<file path="src/rtl/b2a_share_arbiter.sv">
// Issue controller and arbiter for one shared pipelined SecB2A core, with a tag pipeline for result routing.
// Define B2A_ARB_RR_EN for round-robin arbitration; without it, fixed priority applies and the lowest index wins.
module b2a_share_arbiter #(
  parameter int N_REQ     = 4,
  parameter int K_WIDTH   = 32,
  parameter int N_SHARES  = 8,
  parameter int MASKWIDTH = K_WIDTH * N_SHARES,
  parameter int LATENCY   = 33,
  localparam int ID_W     = $clog2(N_REQ),
  localparam int IF_W     = $clog2(LATENCY + 2)
) (
  input  logic                       clk,
  input  logic                       rst,
  input  logic [N_REQ-1:0]           req_vld,
  output logic [N_REQ-1:0]           req_rdy,
  input  logic [N_REQ*MASKWIDTH-1:0] req_b,
  input  logic                       rnd_vld,
  output logic                       core_rst_n,
  output logic                       core_dvld,
  output logic                       core_ena,
  output logic [MASKWIDTH-1:0]       core_b,
  input  logic [MASKWIDTH-1:0]       core_a,
  input  logic                       core_ovld,
  output logic                       rsp_vld,
  input  logic                       rsp_rdy,
  output logic [ID_W-1:0]            rsp_id,
  output logic [MASKWIDTH-1:0]       rsp_a,
  output logic [IF_W-1:0]            in_flight,
  output logic                       err
);

  logic            grant_vld;
  logic [ID_W-1:0] grant_idx;
  logic            retire;

  logic [LATENCY-1:0] tag_vld;
  logic [ID_W-1:0]    tag_id [LATENCY];

  // The whole pipeline advances only with fresh randomness and room in the response slot.
  assign core_rst_n = ~rst;
  assign core_ena   = rnd_vld & ~(rsp_vld & ~rsp_rdy);

`ifdef B2A_ARB_RR_EN
  logic [ID_W-1:0] rr_ptr;
  logic [ID_W-1:0] cand;

  // NOTE: every always_comb output gets a default first, so no path can infer a latch.
  always_comb begin
    grant_vld = 1'b0;
    grant_idx = '0;
    cand      = '0;
    for (int k = 0; k < N_REQ; k++) begin
      cand = ID_W'((int'(rr_ptr) + k) % N_REQ);
      if (!grant_vld && req_vld[cand]) begin
        grant_vld = 1'b1;
        grant_idx = cand;
      end
    end
  end

  // NOTE: state registers use non-blocking assignments so every flop samples pre-edge values.
  always_ff @(posedge clk) begin
    if (rst) begin
      rr_ptr <= '0;
    end else if (core_dvld) begin
      rr_ptr <= (grant_idx == ID_W'(N_REQ - 1)) ? '0 : grant_idx + 1'b1;
    end
  end
`else
  always_comb begin
    grant_vld = 1'b0;
    grant_idx = '0;
    for (int k = 0; k < N_REQ; k++) begin
      if (!grant_vld && req_vld[k]) begin
        grant_vld = 1'b1;
        grant_idx = ID_W'(k);
      end
    end
  end
`endif

  always_comb begin
    req_rdy = '0;
    if (core_ena && grant_vld) req_rdy[grant_idx] = 1'b1;
  end

  assign core_dvld = |req_rdy;
  assign core_b    = core_dvld ? req_b[grant_idx*MASKWIDTH +: MASKWIDTH] : '0;
  assign retire    = core_ena & tag_vld[LATENCY-1];

  always_ff @(posedge clk) begin
    if (rst) begin
      tag_vld <= '0;
    end else if (core_ena) begin
      for (int i = LATENCY - 1; i > 0; i--) tag_vld[i] <= tag_vld[i-1];
      tag_vld[0] <= core_dvld;
    end
  end

  // NOTE: the id array is left unreset; each entry is only meaningful when its tag_vld bit is set.
  always_ff @(posedge clk) begin
    if (core_ena) begin
      for (int i = LATENCY - 1; i > 0; i--) tag_id[i] <= tag_id[i-1];
      tag_id[0] <= grant_idx;
    end
  end

  // A retire only happens while core_ena is high, so an unaccepted response is never overwritten.
  always_ff @(posedge clk) begin
    if (rst) begin
      rsp_vld <= 1'b0;
      rsp_id  <= '0;
      rsp_a   <= '0;
    end else if (retire) begin
      rsp_vld <= 1'b1;
      rsp_id  <= tag_id[LATENCY-1];
      rsp_a   <= core_a;
    end else if (rsp_rdy) begin
      rsp_vld <= 1'b0;
    end
  end

  always_ff @(posedge clk) begin
    if (rst) begin
      in_flight <= '0;
    end else begin
      case ({core_dvld, retire})
        2'b10:   in_flight <= in_flight + 1'b1;
        2'b01:   in_flight <= in_flight - 1'b1;
        default: in_flight <= in_flight;
      endcase
    end
  end

  always_ff @(posedge clk) begin
    if (rst) begin
      err <= 1'b0;
    end else if (core_ena && (core_ovld != tag_vld[LATENCY-1])) begin
      err <= 1'b1;
    end
  end

endmodule
</file>
<file path="config.mk">
export PLATFORM = sky130hd
export DESIGN_NAME = b2a_share_arbiter
export DESIGN_NICKNAME = d
export VERILOG_FILES = /design/src/rtl/b2a_share_arbiter.sv
export SDC_FILE = /design/constraint.sdc
export NUM_CORES = 1
export LEC_CHECK = 0
export CAP_MARGIN = 40
export CORE_AREA = 2 2 707 709
export CTS_BUF_LIST = sky130_fd_sc_hd__clkbuf_8
export DETAILED_ROUTE_END_ITERATION = 8
export DIE_AREA = 0 0 709 711
export PLACE_DENSITY = 0.3
export SLEW_MARGIN = 15
export SYNTH_ARGS = -nofsm -noshare
export SYNTH_HDL_FRONTEND = slang
export SYNTH_SLANG_ARGS = --single-unit
</file>
<file path="constraint.sdc">
create_clock -name clk -period 6.95 [get_ports clk]
set_input_delay 1.39 -clock clk [delete_from_list [all_inputs] [get_ports clk]]
set_output_delay 1.39 -clock clk [all_outputs]
set_load 0.02 [all_outputs]
</file>
# Word level (Yosys, flattened, before mapping)
# Memory sizes are Yosys's and may differ from the RTL's. A register that Yosys moved wholly into a read port is not among the register bits.
# Cells that the tools add are included.
# totals
memories	1
mem_bits_rw	66
romBits	0
latch_bits	0
wordCells	48
ff_bits	297
out_inout_bits	529
# memory_table
memory	depth	word_bits	read_ports	rd_clocked_by_memory_dff	wr	line	text
tag_id	33	2	33	1	33	37	logic [ID_W-1:0] tag_id [LATENCY];
# op_classes
add_sub_neg	2
n_bitwise	6
mux	16
div_mod_pow	0
reduce_logical	12
eq_ne	3
multipliers	0
shift	1
n_lt_le_gt_ge	2
# op_table
operator	n
1024-bit by 11-bit indexed part select with 256-bit output	1
256-bit two-way mux	1
6-bit case mux with 2 select lines	1
1-bit two-way mux	10
6-bit by 1-bit adder with 6-bit output, second input constant	1
1-bit logical AND	6
6-bit by 1-bit subtractor with 6-bit output, second input constant	1
2-bit two-way mux	2
4-bit two-way mux	1
2-bit nonzero test	2
4-bit OR reduction	1
1-bit AND	3
1-bit zero test	3
2-bit by 3-bit less-than comparator with 1-bit output, second input constant	1
1-bit NOT	3
1-bit demux with 2-bit select	1
2-bit by 1-bit == test with 1-bit output, second input constant	1
2-bit == test, second input constant	1
2-bit by 1-bit >= comparator with 1-bit output, second input constant	1
1-bit != test	1

# Longest topological paths before layout
# Gate-level depths: netlist (run 1).
# depth
word_depth	18
depth_mapped	13
ltp_nobuf	11

# Least setup slack after synthesis (run 1)
# OpenSTA, ideal clock, no wires.
# synth_path
path_type	in2out
startpoint	input rsp_rdy
endpoint	output core_ena
slack_ns	1.592
stages	4
t_arrival_ns	3.968
n_path_buf	1
required_ns	5.560
path_cell_list	nand2b_1 -> nand2_2 -> inv_2 -> buf_1
# synth_via
elab_chain_len	4
# synth_rtl
element	line	text
start, declared	25	input logic rsp_rdy,
1-bit NOT	41	assign core_ena = rnd_vld & ~(rsp_vld & ~rsp_rdy);
1-bit AND	41	
1-bit NOT	41	
1-bit AND	41	
end, declared	20	output logic core_ena,
# No other way between the ends.

# Final worst setup path (run 1)
# layout_path
startpoint	input req_vld[0]
endpoint	output core_b[103]
# layout_via
elab_chain_len	17
# layout_rtl
element	line	text
start, declared	14	input logic [N_REQ-1:0] req_vld,
1-bit two-way mux (*)	74	if (!grant_vld && req_vld[k]) begin
parallel branches: the longest is 15 deep, another holds 1024-bit by 11-bit indexed part select with 256-bit output	-	
256-bit two-way mux (*)	88	assign core_b = core_dvld ? req_b[grant_idx*MASKWIDTH +: MASKWIDTH] : '0;
end, declared	21	output logic [MASKWIDTH-1:0] core_b,
# Every way passes the cells marked *.

==> metrics.yaml, run 1 <==
cts:
  tritoncts: "yes"
  cts.hold.buffers_added: 0
  cts_setup_buffers: 0
  clockBufferDepth: 3
  cts_buffers: 75
  clkTransAtPathRegs_ns: 0.06
  htreeDepth: 3
  insertion_delay_ns: 0.72
  cts-root-buf: "clkbuf_8"
  ctsResizeCount: 0
  numClockSinks: 365
worst_setup_path:
  crit_family: "buffers and inverters"
  crit_top_cell: "buf_12"
  crit_buf_inv: 5
  crit_type: "primary input to output pin"
  cp_slowest_cell: "mux2i_1"
  critPathLaunchType: "primary input"
  slowest_delay_ns: 0.70
  path_max_fanout: 56
  rr_worst_depth: 9
  crit_path_end_kind: "output pin"
  cp_data_required_time_ns: 5.56
  r2r_end: "in_flight[3]$_SDFFE_PP0P_"
  r2r-start: "rsp_vld$_SDFFE_PP0P_"
  critPathCapture: "core_b[103]"
  cp-startpoint: "req_vld[0]"
  cp_num_cells: 8
  critical_path_arrival_ns: 4.85
  cp_cell_sequence: "clkdlybuf4s50_1, o21bai_4, buf_12, buf_12, buf_4, mux2i_1, a211oi_2, buf_12"
  reg2reg_slack_ns: 3.49
sta:
  period_minus_slack_ns: 6.245
  slew_viol_final: 0
  fin_tns_setup_ns: 0
  setup_violations: 0
  hold_viol_final: 0
  worstMarginPinSlew_ns: 1.242
  rsz0062_at_grt: "false"
  finalCritPeriodShare: 0.8985
  setup_slack_ns: 0.7051
  fin_skew_ns: 0.06210
  fmax_mhz: 160.1
  slew_headroom: 0.1670
pwr:
  ir_drop_v: 0.0001112
  netSwitchingPower_mw: 2.671
  internal_power_mw: 4.981
  p_clk_frac: 0.343
  power_density_nw_per_um2: 143.8
  leakagePower_nw: 16.77
  p_seq_frac: 0.286
  p_total_mw: 7.651
  p_comb_frac: 0.371
  switching_share: 0.3491
synth:
  yosysTopAreaCell: "dfxtp_1"
  ys_ff_latch: 365
  synth_edf_count: 66
  async_flop_share: 0
  synth_warnings: 0
  synthCells: 2600
  synth.cells.most_frequent: "nand2_1 (582), dfxtp_1 (299), a21oi_1 (296)"
  ys.flop_type: "dfxtp_1"
  yosys-top-cells-area: "dfxtp_1 (26%), a211oi_2 (14%), mux2i_1 (11%)"
  synth_fp_nets: 3892
  synth_area_per_cell_um2: 8.891
  synth.distinct_cells: 44
  yosysMostFrequentCell: "nand2_1"
  syn_area_um2: 23120
  synth_top_area_share: 0.2589
  seq_area_frac_synth: 0.3447
finish:
  num-nets-final: 5691
  multiInputGateArea_um2: 13780
  fillers: 57140
  syn_to_final_growth_pct: 130.1
  fin_util: 0.1072
  regArea_um2: 7968
  drive_above_1_share: 0.1597
floorplan:
  rows: 259
  pin_count: 1818
  die-area_um2: 504100
  die_y_um: 711
  start_util: 0.04659
  coreArea_um2: 496100
  die_w_um: 709
placed_design:
  place.gp.congestion: 1.008
  place_ws_ns: 0.5518
  hpwl_mm: 333.0
  placement.io_buffers: 1817
outcome:
  outcome: "finished clean"
route:
  drtAntennaViolNets: 0
  vias: 30580
  routedWlPerCell_um: 33.18
  drt-initial-drc-count: 2078
  drc_errors: 0
  first_pass_iters: 7
  routed_via_density: 2.725
  wirelength_mm: 372.3
global_route:
  grt_max_degree: 138
  antenna_found_initial: 272
  grt_pass1_vias: 30650
  grt_pass1_wl_mm: 443.6
  grtUsageTotal: 0.1414
  grt-ovfl-total: 0
flow_run:
  cap_viol_max_count: 0
min_path:
  hp-class: "flop to flop"
==> cell usage in the layout (no fill, tap or decap), types with 9 or more instances in the layout <==
| master | instances |
|---|---|
| clkdlybuf4s50_1 | 1665 |
| nand2_1 | 582 |
| dfxtp_1 | 299 |
| a21oi_1 | 296 |
| a211oi_2 | 259 |
| o21a_1 | 256 |
| mux2i_1 | 253 |
| a211oi_1 | 253 |
| buf_4 | 151 |
| buf_12 | 142 |
| diode_2 | 107 |
| clkbuf_8 | 81 |
| edfxtp_1 | 66 |
| inv_1 | 26 |
| buf_8 | 14 |
| nor2_1 | 12 |
| bufinv_16 | 9 |
| buf_2 | 9 |
| buf_16 | 9 |
==> cell type report <==
class	count	area share
sequential	365	0.1498
antenna	107	0.005033
clock buffer	81	0.02096
inverter	7	0.0006820
multi-input combinational	1957	0.2590
tap	6655	0.1565
timing repair buffer	1993	0.3980
clock inverter	56	0.01004
==> worst min path at each step <==
stage	start	end	slack, ns	cells after the start
2_1_floorplan	tag_id[9][0]$_DFFE_PP_	tag_id[10][0]$_DFFE_PP_	0.40	0
4_1_cts	tag_id[10][1]$_DFFE_PP_	tag_id[11][1]$_DFFE_PP_	0.36	0
5_1_grt	tag_id[10][1]$_DFFE_PP_	tag_id[11][1]$_DFFE_PP_	0.37	0
6_report	tag_id[10][1]$_DFFE_PP_	tag_id[11][1]$_DFFE_PP_	0.38	0
3_5_place_dp	tag_id[6][1]$_DFFE_PP_	tag_id[7][1]$_DFFE_PP_	0.40	0
3_3_place_gp	tag_id[5][1]$_DFFE_PP_	tag_id[6][1]$_DFFE_PP_	0.40	0
==> layer usage <==
layer,vias to the layer above,GRT usage,wire length (um)
met3,598,0.03955,26130
li1,13350,-,-
met5,-,0,622
met2,1588,0.2681,194800
met1,14960,0.1529,137800
met4,94,0.03380,12950
==> flip-flops by register name, indices dropped and copies added, names as in the netlist <==
register	count
in_flight	6
tag_vld	33
rsp_vld	1
err	1
tag_id	66
rsp_a	256
rsp_id	2
==> power groups by stage <==
| stage | clock [mW] | combinational, mW | sequential [mW] |
|---|---|---|---|
| 2_1_floorplan | 0 | 0.861 | 2.23 |
| 3_3_place_gp | 0 | 2.88 | 2.24 |
| 3_5_place_dp | 0 | 2.89 | 2.24 |
| 4_1_cts | 2.79 | 2.91 | 2.19 |
| 5_1_grt | 2.84 | 2.97 | 2.19 |
| 6_report | 2.62 | 2.84 | 2.19 |
==> stage by stage <==
step                instances  instance area (um2)  hold slack (ns)
finish                  11220                53200           0.3758
global route            11180                53090           0.3744
CTS                     11110                52900           0.3624
detailed placement      10980                51250           0.4045
global placement        10910                50500           0.4015
floorplan                2600                23120           0.4003
==> cells by family after synthesis <==
group,synth area share
flip-flops,0.3447
AND/OR/NAND/NOR,0.1028
multiplexers,0.1132
adder cells (fa/ha/maj),0.001624
buffers and inverters,0.06462
XOR/XNOR,0.001894
AO/OA/AOI/OAI,0.3712
No activity file was read; power rests on OpenSTA's default activity.
==> run 2, diff against run 1 <==
- CTS_CLUSTER_SIZE: not set -> 28
- MAX_ROUTING_LAYER: not set -> met4
==> run 2 against run 1 <==
Effect of this change: maximum frequency up 2.2%; sequential share of layout area about the same; critical path depth unchanged; global-route usage up 0.43 points; via count up 0.65%; total power up 0.60%; highest routed layer is now met4; clock power up 4%; die area unchanged; worst hold slack worse by 0.010 ns.
==> metrics.yaml, run 2 (same netlist as run 1, synthesis figures left out) <==
worst_setup_path:
  slowest_delay_ns: 0.92
  crit_buf_inv: 4
  critPathLaunchType: "primary input"
  cp_data_required_time_ns: 5.56
  crit_type: "primary input to output pin"
  crit_path_end_kind: "output pin"
  critical_path_arrival_ns: 4.72
  cp_slowest_cell: "mux2i_1"
  crit_family: "buffers and inverters"
  path_max_fanout: 56
  cp_cell_sequence: "clkdlybuf4s50_1, nor2b_1, o21bai_4, buf_12, buf_12, mux2i_1, a211oi_2, clkdlybuf4s50_1"
cts:
  ctsResizeCount: 0
  clockBufferDepth: 3
  cts_setup_buffers: 0
  cts.hold.buffers_added: 0
  cts-root-buf: "clkbuf_8"
  insertion_delay_ns: 0.76
  cts_buffers: 75
  clkTransAtPathRegs_ns: 0.06
  htreeDepth: 3
  tritoncts: "yes"
  numClockSinks: 365
sta:
  hold_viol_final: 0
  setup_violations: 0
  fin_tns_setup_ns: 0
  worstMarginPinSlew_ns: 1.055
  rsz0062_at_grt: "false"
  fin_skew_ns: 0.06358
  period_minus_slack_ns: 6.113
  finalCritPeriodShare: 0.8796
  slew_viol_final: 0
  fmax_mhz: 163.6
  slew_headroom: 0.2766
outcome:
  outcome: "finished clean"
floorplan:
  die-area_um2: 504100
  start_util: 0.04659
  die_y_um: 711
  rows: 259
  pin_count: 1818
  coreArea_um2: 496100
  die_w_um: 709
route:
  vias: 30780
  drc_errors: 0
  wirelength_mm: 373.1
  first_pass_iters: 5
  routed_via_density: 2.739
  drtAntennaViolNets: 0
  routedWlPerCell_um: 33.20
  drt-initial-drc-count: 1962
finish:
  regMostFlops: "rsp_a"
  top_regs: "rsp_a: 256 flops, tag_id: 66 flops, tag_vld: 33 flops"
  num-nets-final: 5672
  largest_register_ffs: 256
  final_cell_mix: "clkdlybuf4s50_1 (1,665), nand2_1 (582), dfxtp_1 (299)"
  fillers: 57190
  layout_commonest_cell: "clkdlybuf4s50_1"
  post-route-cell-area_um2: 53250
  drive_above_1_share: 0.1581
  syn_to_final_growth_pct: 130.4
  multiInputGateArea_um2: 13760
  regArea_um2: 7968
placed_design:
  hpwl_mm: 334.8
  placement.io_buffers: 1817
  place_area_um2: 51080
  place.gp.congestion: 1.049
pwr:
  power_density_nw_per_um2: 144.5
  ir_drop_v: 0.0001089
  leakagePower_nw: 16.74
flow_run:
  cap_viol_max_count: 0
global_route:
  grtUsageTotal: 0.1457
  grt_max_degree: 132
  grt_pass1_wl_mm: 443.3
  antenna_found_initial: 310
  grt_pass1_vias: 30660
  grt-ovfl-total: 0
min_path:
  hp-class: "flop to flop"
run 2: changes by cell type in the layout (fill, tap and decap cells not counted), moves of 2 or more:
cell / previous run / this run
diode_2: 107 / 143
buf_4: 151 / 132
clkbuf_8: 81 / 93
inv_1: 26 / 17
clkinv_8: 0 / 5
clkinv_1: 7 / 3
clkinv_2: 7 / 11
inv_8: 5 / 1
mux2i_1: 253 / 257
mux2i_2: 4 / 0
clkinvlp_4: 5 / 2
a211oi_2: 259 / 261
buf_16: 9 / 11
buf_2: 9 / 11
run 2: power breakdown:
group          switching, mW  total [mW]  internal (mW)
logic                   1.42        2.78           1.35
registers            0.00894        2.19           2.18
clock network           1.20        2.73           1.53
run 2: final cells by class:
class                   instances  share of cell area
inverters                       7           0.0006814
clock buffers                  93             0.02404
clock inverters                43            0.009022
repair buffers               1974              0.3952
multi-input cells            1957              0.2584
diodes                        143            0.006720
flip-flops and latches        365              0.1496
well taps                    6655              0.1564
run 2: worst paths after layout:
check                                from                         to  slack [ns]  depth (start not counted)
setup / recovery               req_vld[3]                 core_b[67]        0.84                          8
hold / removal    tag_id[22][1]$_DFFE_PP_    tag_id[23][1]$_DFFE_PP_        0.37                          0
setup reg to reg     rsp_vld$_SDFFE_PP0P_  in_flight[3]$_SDFFE_PP0P_        3.30                         10
hold reg to reg   tag_id[22][1]$_DFFE_PP_    tag_id[23][1]$_DFFE_PP_        0.37                          0
run 2: routing by layer:
layer	wire, um	track usage	up-vias
li1	-	-	13360
met3	26540	0.03837	667
met1	135800	0.1503	15010
met4	15470	0.04290	0
met2	195300	0.2685	1745
met5	0	-	-
run 2: metrics by stage:
stage | hold WS [ns] | power (mW) | std cells | util | setup slack (ns)
finish | 0.3656 | 7.697 | 11240 | 0.1073 | 0.8367
global route | 0.3933 | 8.048 | 11220 | 0.1072 | 0.8809
CTS | 0.3699 | 7.930 | 11090 | 0.1065 | 0.9054
detailed placement | 0.4045 | 5.063 | 10960 | 0.1030 | 0.9144
global placement | 0.4018 | 5.064 | 10920 | 0.1018 | -0.06217
floorplan | 0.4003 | 3.096 | 2600 | - | 1.592
